`config.mk`:
```
export PLATFORM = sky130hd
export DESIGN_NAME = mux4_rr_arbiter
export DESIGN_NICKNAME = d
export VERILOG_FILES = /design/src/rtl/mux4_rr_arbiter_pkg.sv /design/src/rtl/mux4_rr_arbiter_rr_pick4.sv /design/src/rtl/mux4_rr_arbiter.sv
export SDC_FILE = /design/constraint.sdc
export NUM_CORES = 1
export LEC_CHECK = 0
export ABC_CLOCK_PERIOD_IN_PS = 3100
export CAP_MARGIN = 15
export CORE_UTILIZATION = 40
export CTS_BUF_LIST = sky130_fd_sc_hd__clkbuf_4 sky130_fd_sc_hd__clkbuf_8
export DETAILED_ROUTE_END_ITERATION = 16
export PLACE_DENSITY = 0.69
export SETUP_SLACK_MARGIN = 0.5
export SYNTH_ARGS = -nofsm -noshare
export SYNTH_HDL_FRONTEND = slang
export SYNTH_SLANG_ARGS = --single-unit
```
`constraint.sdc`:
```
create_clock -name clk -period 3.1 [get_ports clk]
set_input_delay 0.465 -clock clk [delete_from_list [all_inputs] [get_ports clk]]
set_output_delay 0.465 -clock clk [all_outputs]
set_load 0.02 [all_outputs]
```
`src/rtl/mux4_rr_arbiter_pkg.sv`:
```
// Shared types, constants and helpers for the 4-way round-robin mux arbiter.
package mux4_rr_arbiter_pkg;

  localparam int REQ_N = 4;
  localparam int SEL_W = 2;

  // IDLE: nobody owns the shared path. GRANT: exactly one owner, indexed by sel.
  typedef enum logic {
    IDLE  = 1'b0,
    GRANT = 1'b1
  } arb_state_t;

  // Binary index of the set bit in a one-hot vector; zero when the vector is empty.
  function automatic logic [SEL_W-1:0] onehot_to_idx(input logic [REQ_N-1:0] oh);
    logic [SEL_W-1:0] idx;
    idx = '0;
    for (int i = 0; i < REQ_N; i++) begin
      if (oh[i]) idx = idx | SEL_W'(i);
    end
    return idx;
  endfunction

  // One-hot vector with bit idx set.
  function automatic logic [REQ_N-1:0] idx_to_onehot(input logic [SEL_W-1:0] idx);
    return REQ_N'(1) << idx;
  endfunction

endpackage

```
`src/rtl/mux4_rr_arbiter_rr_pick4.sv`:
```
// Combinational rotate-priority picker: searches ptr+1, ptr+2, ptr+3, ptr
// (mod 4) and reports the first requester whose mask bit is set.
module rr_pick4
  import mux4_rr_arbiter_pkg::*;
(
  input  logic [REQ_N-1:0] mask,
  input  logic [SEL_W-1:0] ptr,
  output logic [SEL_W-1:0] win_idx,
  output logic             win_vld
);

  logic [REQ_N-1:0] win_oh;
  logic [SEL_W-1:0] cand;

  // Walk the candidates in rotated order and keep only the first hit; the
  // last step wraps back to ptr itself, so the previous winner ranks lowest.
  always_comb begin
    win_oh = '0;
    cand   = '0;
    for (int k = 1; k <= REQ_N; k++) begin
      cand = ptr + SEL_W'(k);
      if (mask[cand] && (win_oh == '0)) win_oh[cand] = 1'b1;
    end
  end

  assign win_idx = onehot_to_idx(win_oh);
  assign win_vld = |mask;

endmodule

```
`src/rtl/mux4_rr_arbiter.sv`:
```
// Round-robin arbiter and sequencer for a shared 4-to-1 single-bit mux path.
// Grants one requester at a time, drives the select, registers the muxed bit,
// and bounds how long one owner may hold the path while others are waiting.
module mux4_rr_arbiter
  import mux4_rr_arbiter_pkg::*;
#(
  parameter int HOLD_MAX = 4
) (
  input  logic             clk,
  input  logic             rst_n,
  input  logic [REQ_N-1:0] req,
  input  logic [REQ_N-1:0] d,
  output logic [REQ_N-1:0] gnt,
  output logic             gnt_valid,
  output logic [SEL_W-1:0] sel,
  output logic             y,
  output logic             y_valid
);

  localparam int                CNT_W    = $clog2(HOLD_MAX + 1);
  localparam logic [CNT_W-1:0] HOLD_LIM = CNT_W'(HOLD_MAX);
  localparam logic [CNT_W-1:0] CNT_ONE  = CNT_W'(1);

  arb_state_t       state, state_nxt;
  logic [SEL_W-1:0] ptr, ptr_nxt;
  logic [CNT_W-1:0] hold_cnt, hold_nxt;
  logic [REQ_N-1:0] gnt_nxt;
  logic             gnt_valid_nxt;
  logic [SEL_W-1:0] sel_nxt;

  logic [REQ_N-1:0] owner_oh;
  logic             owner_req;
  logic [REQ_N-1:0] others;
  logic [REQ_N-1:0] pick_mask;
  logic [SEL_W-1:0] win_idx;
  logic             win_vld;
  logic             take_win;

  // While granted, the owner is masked out of the search. On a release the
  // owner's bit is already 0, so the same mask serves both release handover
  // and preemption with a single picker.
  assign owner_oh  = idx_to_onehot(sel);
  assign owner_req = |(req & owner_oh);
  assign others    = req & ~owner_oh;
  assign pick_mask = (state == GRANT) ? others : req;

  rr_pick4 u_pick (
    .mask    (pick_mask),
    .ptr     (ptr),
    .win_idx (win_idx),
    .win_vld (win_vld)
  );

  // Next-state decision: start, hand over, preempt, keep, or drop to idle.
  always_comb begin
    state_nxt     = state;
    ptr_nxt       = ptr;
    hold_nxt      = hold_cnt;
    gnt_nxt       = gnt;
    gnt_valid_nxt = gnt_valid;
    sel_nxt       = sel;
    take_win      = 1'b0;

    case (state)
      IDLE: begin
        if (win_vld) take_win = 1'b1;
      end
      GRANT: begin
        if (!owner_req) begin
          if (win_vld) begin
            take_win = 1'b1;
          end else begin
            state_nxt     = IDLE;
            gnt_nxt       = '0;
            gnt_valid_nxt = 1'b0;
            hold_nxt      = '0;
          end
        end else if ((hold_cnt == HOLD_LIM) && win_vld) begin
          take_win = 1'b1;
        end else if (hold_cnt != HOLD_LIM) begin
          hold_nxt = hold_cnt + CNT_ONE;
        end
      end
      default: begin
        state_nxt     = IDLE;
        gnt_nxt       = '0;
        gnt_valid_nxt = 1'b0;
        hold_nxt      = '0;
      end
    endcase

    if (take_win) begin
      state_nxt     = GRANT;
      gnt_nxt       = idx_to_onehot(win_idx);
      gnt_valid_nxt = 1'b1;
      sel_nxt       = win_idx;
      ptr_nxt       = win_idx;
      hold_nxt      = CNT_ONE;
    end
  end

  // Arbitration state and registered grant outputs; ptr resets to 3 so that
  // requester 0 is searched first after reset.
  always_ff @(posedge clk or negedge rst_n) begin
    if (!rst_n) begin
      state     <= IDLE;
      ptr       <= SEL_W'(REQ_N - 1);
      hold_cnt  <= '0;
      gnt       <= '0;
      gnt_valid <= 1'b0;
      sel       <= '0;
    end else begin
      state     <= state_nxt;
      ptr       <= ptr_nxt;
      hold_cnt  <= hold_nxt;
      gnt       <= gnt_nxt;
      gnt_valid <= gnt_valid_nxt;
      sel       <= sel_nxt;
    end
  end

  // Registered mux output, one cycle behind the grant it belongs to.
  always_ff @(posedge clk or negedge rst_n) begin
    if (!rst_n) begin
      y       <= 1'b0;
      y_valid <= 1'b0;
    end else begin
      y       <= gnt_valid ? d[sel] : 1'b0;
      y_valid <= gnt_valid;
    end
  end

endmodule

```
Yosys cells after proc, flatten, opt, wreduce, memory -nomap -nowiden
Cells that the tools add are included.
{"block": "classes", "add_sub_neg": 4, "n_lt_le_gt_ge": 9, "n_eq_ne": 7, "shift": 2, "mux": 48, "bitwise_logic": 7, "reduce_logical": 16}
{"operator": "$mux 4", "count": 9}
{"operator": "$mux 1", "count": 21}
{"operator": "$mux 3", "count": 6}
{"operator": "$lt 2x3->1 const B", "count": 5}
{"operator": "$logic_not 4->1", "count": 3}
{"operator": "$or 4x4->4", "count": 3}
{"operator": "$bmux 1 s2", "count": 5}
{"operator": "$and 4x4->4", "count": 2}
{"operator": "$demux 1 s2", "count": 4}
{"operator": "$ge 2x1->1 const B", "count": 4}
{"operator": "$logic_and 1x1->1", "count": 8}
{"operator": "$reduce_or 4->1", "count": 2}
{"operator": "$shl 1x2->4 const A", "count": 2}
{"operator": "$ne 3x3->1 const B", "count": 2}
{"operator": "$add 2x2->2 const B", "count": 2}
{"operator": "$mux 2", "count": 2}
{"operator": "$ne 2x1->1 const B", "count": 2}
{"operator": "$not 4->4", "count": 1}
{"operator": "$reduce_and 4->1", "count": 1}
{"operator": "$add 3x1->3 const B", "count": 1}
{"operator": "$eq 3x3->1 const B", "count": 1}
{"operator": "$ne 3x1->1 const B", "count": 1}
{"operator": "$ne 3x2->1 const B", "count": 1}
{"operator": "$reduce_and 3->1", "count": 1}
{"operator": "4 further kinds", "count": 4}
{"block": "word_totals", "ff_bits": 15, "inputBits": 10, "out_inout_bits": 9}

Longest topological paths before layout
{"block": "logic_depth", "depth_word": 21, "depth_mapped": 10, "ltp_nobuf": 9}

Modules after synthesis
Synthesis repeated with hierarchy kept, for this count alone.
{"block": "unflattened", "hier_cells": 94, "area_unflattened_um2": 1133.6}
{"module": "mux4_rr_arbiter", "instances": 1, "cells_per_inst": 56, "area_per_inst_um2": 743.2, "seq_area_each_um2": 377.9}
{"module": "rr_pick4", "instances": 1, "cells_per_inst": 38, "area_per_inst_um2": 390.4, "seq_area_each_um2": 0.0}

Worst setup path before layout
No wires, ideal clock.
{"block": "synth_timing", "path_kind": "register to register", "from": "reg ptr[0]", "to": "reg gnt[2]", "arrival_ns": 2.449, "required_ns": 2.979, "path_slack_ns": 0.530, "path_stages_with_launch": 11, "n_path_buf": 1, "cell_sequence": "dfstp_2 -> buf_6 -> inv_1 -> ha_1 -> inv_1 -> a211oi_1 -> o22ai_1 -> o311ai_4 -> o221ai_1 -> o211a_1 -> a22o_1"}
{"block": "synth_via", "elab_chain_len": 20, "elab_cells_between_ends": 49, "cone_classes": "add/sub (3); order compare (8); shift (1); mux (24); bitwise (3); reduce/logical (10)"}
{"item": "start, declared", "line": "mux4_rr_arbiter.sv:25", "rtl": "logic [SEL_W-1:0] ptr, ptr_nxt;"}
{"item": "start signal, assigned", "line": "mux4_rr_arbiter.sv:107", "rtl": "ptr <= SEL_W'(REQ_N - 1);"}
{"item": "start signal, assigned", "line": "mux4_rr_arbiter.sv:114", "rtl": "ptr <= ptr_nxt;"}
{"item": "$add 2x1->2", "line": "mux4_rr_arbiter_rr_pick4.sv:21", "rtl": "cand = ptr + SEL_W'(k);"}
{"item": "$lt 2x3->1 (not written as such) / $ge 2x1->1 (equally long branches)", "line": "mux4_rr_arbiter_rr_pick4.sv:22", "rtl": "if (mask[cand] && (win_oh == '0)) win_oh[cand] = 1'b1;"}
{"item": "$logic_and 1x1->1 (not written as such)", "line": "mux4_rr_arbiter_rr_pick4.sv:22"}
{"item": "$mux 1 (not written as such)", "line": "mux4_rr_arbiter_rr_pick4.sv:22"}
{"item": "$demux 1 s2"}
{"item": "$mux 4", "line": "mux4_rr_arbiter_rr_pick4.sv:22"}
{"item": "$logic_not 4->1", "line": "mux4_rr_arbiter_rr_pick4.sv:22"}
{"item": "$logic_and 1x1->1", "line": "mux4_rr_arbiter_rr_pick4.sv:22"}
{"item": "[4 not listed]"}
{"item": "$logic_not 4->1", "line": "mux4_rr_arbiter_rr_pick4.sv:22"}
{"item": "$logic_and 1x1->1", "line": "mux4_rr_arbiter_rr_pick4.sv:22"}
{"item": "$mux 4 (*)", "line": "mux4_rr_arbiter_rr_pick4.sv:22"}
{"item": "$mux 1", "line": "mux4_rr_arbiter_pkg.sv:18", "rtl": "if (oh[i]) idx = idx | SEL_W'(i);"}
{"item": "$mux 2", "line": "mux4_rr_arbiter_pkg.sv:18"}
{"item": "$mux 2 (*)", "line": "mux4_rr_arbiter_pkg.sv:18"}
{"item": "$shl 1x2->4 (*)", "line": "mux4_rr_arbiter_pkg.sv:25", "rtl": "return REQ_N'(1) << idx;"}
{"item": "$mux 4 (*)", "line": "mux4_rr_arbiter.sv:92", "rtl": "if (take_win) begin"}
{"item": "end signal, assigned", "line": "mux4_rr_arbiter.sv:116", "rtl": "gnt <= gnt_nxt;"}
{"item": "end, declared", "line": "mux4_rr_arbiter.sv:13", "rtl": "output logic [REQ_N-1:0] gnt,"}
Mark *: on every way between the ends. The rest lies on a longest branch, timed or not. The select of a mux whose other input is x is not followed.
A chain may end at the register's enable or synchronous reset.

Worst setup path after layout
{"block": "layout_timing", "from": "reg ptr[1]", "to": "reg gnt[2]"}
The elaborated chain is that of the path after synthesis.

==> flow_summary.yaml <==
final_layout:
  nNetsFinal: 191
  antennaDiodeCount: 0
  drive_gt1_share_pct: 22.4
  area_delta_synth_final_pct: 27.0
  fin_area_sq_um: 1710
global_route:
  grt-ovfl-total: 0
  grt.busiest_layer: "met2"
  antenna_found_initial: 0
  grtUsageMet1_pct: 24.7
  use_met3_pct: 3.25
  grt_max_degree: 16
  grt_pass1_vias: 1169
  grt_pass1_wl_um: 5260
  grt_util_all_layers_pct: 19.4
  met2_usage_pct: 33.8
yosys:
  synth.area.top_cells: "dfrtp_1, ha_1, a21oi_1"
  postSynthCellCount: 143
  synthArstFlopShare_pct: 100
  syn_nets: 163
  synth-edff-count: 0
  yosys.area.top_type: "dfrtp_1"
  syn-cell-area_sq_um: 1340
  synth_area_per_cell_sq_um: 9.40
  seq_area_frac_synth_pct: 28.1
  yosys.area.top_type_share_pct: 24.2
  yosys_warnings: 0
  ys_types: 43
  synth-main-ff-cell: "dfrtp_1"
  netlist_top_cells_count: "a21oi_1, dfrtp_1, nor2_1"
  synth-seq-cells: 15
routing:
  drc: 0
  wl_per_cell_um: 15.1
  avgViaCountPerCell: 5.82
  num_vias: 1246
  drtIter0Drc: 29
  drt.antenna.violating_nets: 0
  firstDrtPassIters: 4
  totalWireLength_um: 3230
floorplan:
  core_area_sq_um: 3130
  design.die.area_sq_um: 3600
  start_util_pct: 43.0
  boundaryPins: 19
  num_rows: 20
  dieWidth_um: 60.0
  die_h_um: 60.0
clock_network:
  root_buffer: "clkbuf_4"
  holdBufCountCts: 0
  clk_pin_slew_worst_paths_ns: 0.09
  cts_num_sinks: 15
  cts_tree: "yes"
  ctsHtreeMaxLevel: 1
  cts_buffer_depth: 2
  cts_buffers: 3
  insertion_delay_ns: 0.29
worst_setup_path:
  path_cells: "clkinvlp_4, ha_1, nor4_1, a21oi_2, or2_1, o221a_2, o211a_1, a22o_1"
  cp_slowest_cell: "dfstp_2"
  worstSetupPathType: "flop to flop"
  critical-path-max-stage-delay_ns: 0.61
  rr_endpoint: "gnt[2]"
  cp-start-kind: "flop"
  cp-end-kind: "flop"
  r2r_slack_ns: 0.53
  crit_family: "compound AO/OA/AOI/OAI gates"
  path_max_fanout: 5
  path_depth: 8
  crit_arrival_ns: 2.76
  ff2ff_path_depth: 8
  critPathBufInv: 1
  r2r_start: "ptr[1]"
  crit_required_ns: 3.29
sta:
  final-setup-viol-count: 0
  clock_skew_ns: 0.00807
  fmax_mhz: 389
  timing.final.crit_share_pct: 82.9
  fin_crit_ns: 2.57
  worstMarginPinSlew_ns: 0.641
  slew_viol_final: 0
  hold_viol: 0
  tns_ns: 0
  rsz0062_at_grt: "true"
  slew_headroom_pct: 57.1
place:
  placed_area_sq_um: 1570
  gp_congestion: 1.03
  dp_hpwl_um: 2440
  portBuffers: 18
min_path:
  hold_start: "gnt_valid"
  hold_end: "y_valid"
  whs_path_depth: 0
  hold_class: "flop to flop"
outcome:
  status: "complete, no violations"
flow_run:
  maxCapViolations: 0
## flip-flops by register name (all words and copies together) (netlist names)
signal and flops:
gnt 4, hold_cnt 3, ptr 2, sel 2
gnt_valid 1, state 1, y 1, y_valid 1
## layout by cell type, fill, tap and decap left out, types with 2 or more instances in the layout
cell             synthesis  final
clkbuf_4                 0      3
buf_4                    0      7
o21ai_1                  2      2
o211ai_2                 2      2
inv_1                    9      7
nor3_1                   4      4
a22o_1                   2      2
or2_1                    2      2
dfrtp_1                 13     12
ha_1                    10      8
dfstp_2                  2      2
a21oi_2                  3      3
mux4_2                   2      2
o211ai_1                 4      4
nor2_1                  13     13
a211oi_1                 5      3
and2_1                   2      2
a21oi_1                 13     13
o21a_1                   3      3
o21ai_0                  7      7
o211a_1                  2      2
clkdlybuf4s50_1          0     18
nand2_1                 10     10
nand2b_1                 2      2
mux2_1                   2      2
mux2i_1                  6      5
## per-stage QoR
step                      worst slack, ns  hold slack, ns  instances  utilization, %
after floorplan                     0.530           0.169        143               -
after global placement              0.389           0.432        205            50.2
after detailed placement            0.292           0.440        205            50.2
after CTS                           0.551           0.445        209            51.9
after global routing                0.430           0.468        214            54.6
final                               0.530           0.442        214            54.6
## how the worst max path moves through the flow
stage | from | end | slack, ns
finish | ptr[1] | gnt[2] | 0.53
global route | ptr[1] | gnt[2] | 0.43
CTS | ptr[1] | gnt[2] | 0.55
detailed placement | ptr[1] | gnt[2] | 0.29
global placement | ptr[1] | gnt[2] | 0.39
floorplan | ptr[0] | gnt[2] | 0.53
## layer usage
metal | part of all wire, % | vias to the layer above
li1 | - | 596
met1 | 44 | 604
met2 | 51 | 37
met3 | 4.1 | 9
met4 | 1.6 | 0
met5 | 0 | -
## worst register-to-register path, delay by kind of cell (launching register included)
kind                     cells  cell delay (ns)
adder cells (fa/ha/maj)      1             0.26
buffers and inverters        1             0.20
flip-flops                   1             0.61
AND/OR/NAND/NOR              2             0.64
AO/OA/AOI/OAI                4             0.76
## kinds of logic after synthesis
logic type                 synth area share [%]
DFF                                        28.1
and+or+nand+nor                            12.5
muxes                                      11.4
xor gates and xnor gates                   3.26
AOI/OAI and AO/OA                          31.3
buffers and inverters                      4.19
adders and majority gates                  9.31
## cell type report
class / count / area, sq um
sequential: 15 / 379
multi-input combinational: 117 / 975
inverter: 9 / 37.5
clock buffer: 3 / 22.5
clock inverter: 1 / 5.00
fill: 268 / 1420
tap: 44 / 55.1
timing repair buffer: 25 / 233
## repair_timing
item / 4_1_cts / 5_1_grt
gates resized for setup: 3 / 10
setup endpoints to repair: 8 / 8
pin swaps: 0 / 4
buffers inserted: 0 / 5
cloned: 0 / 0
Power is left out: the tool's default activity adds up to more than one toggle a clock period on the data nets, which glitch-free logic cannot reach.
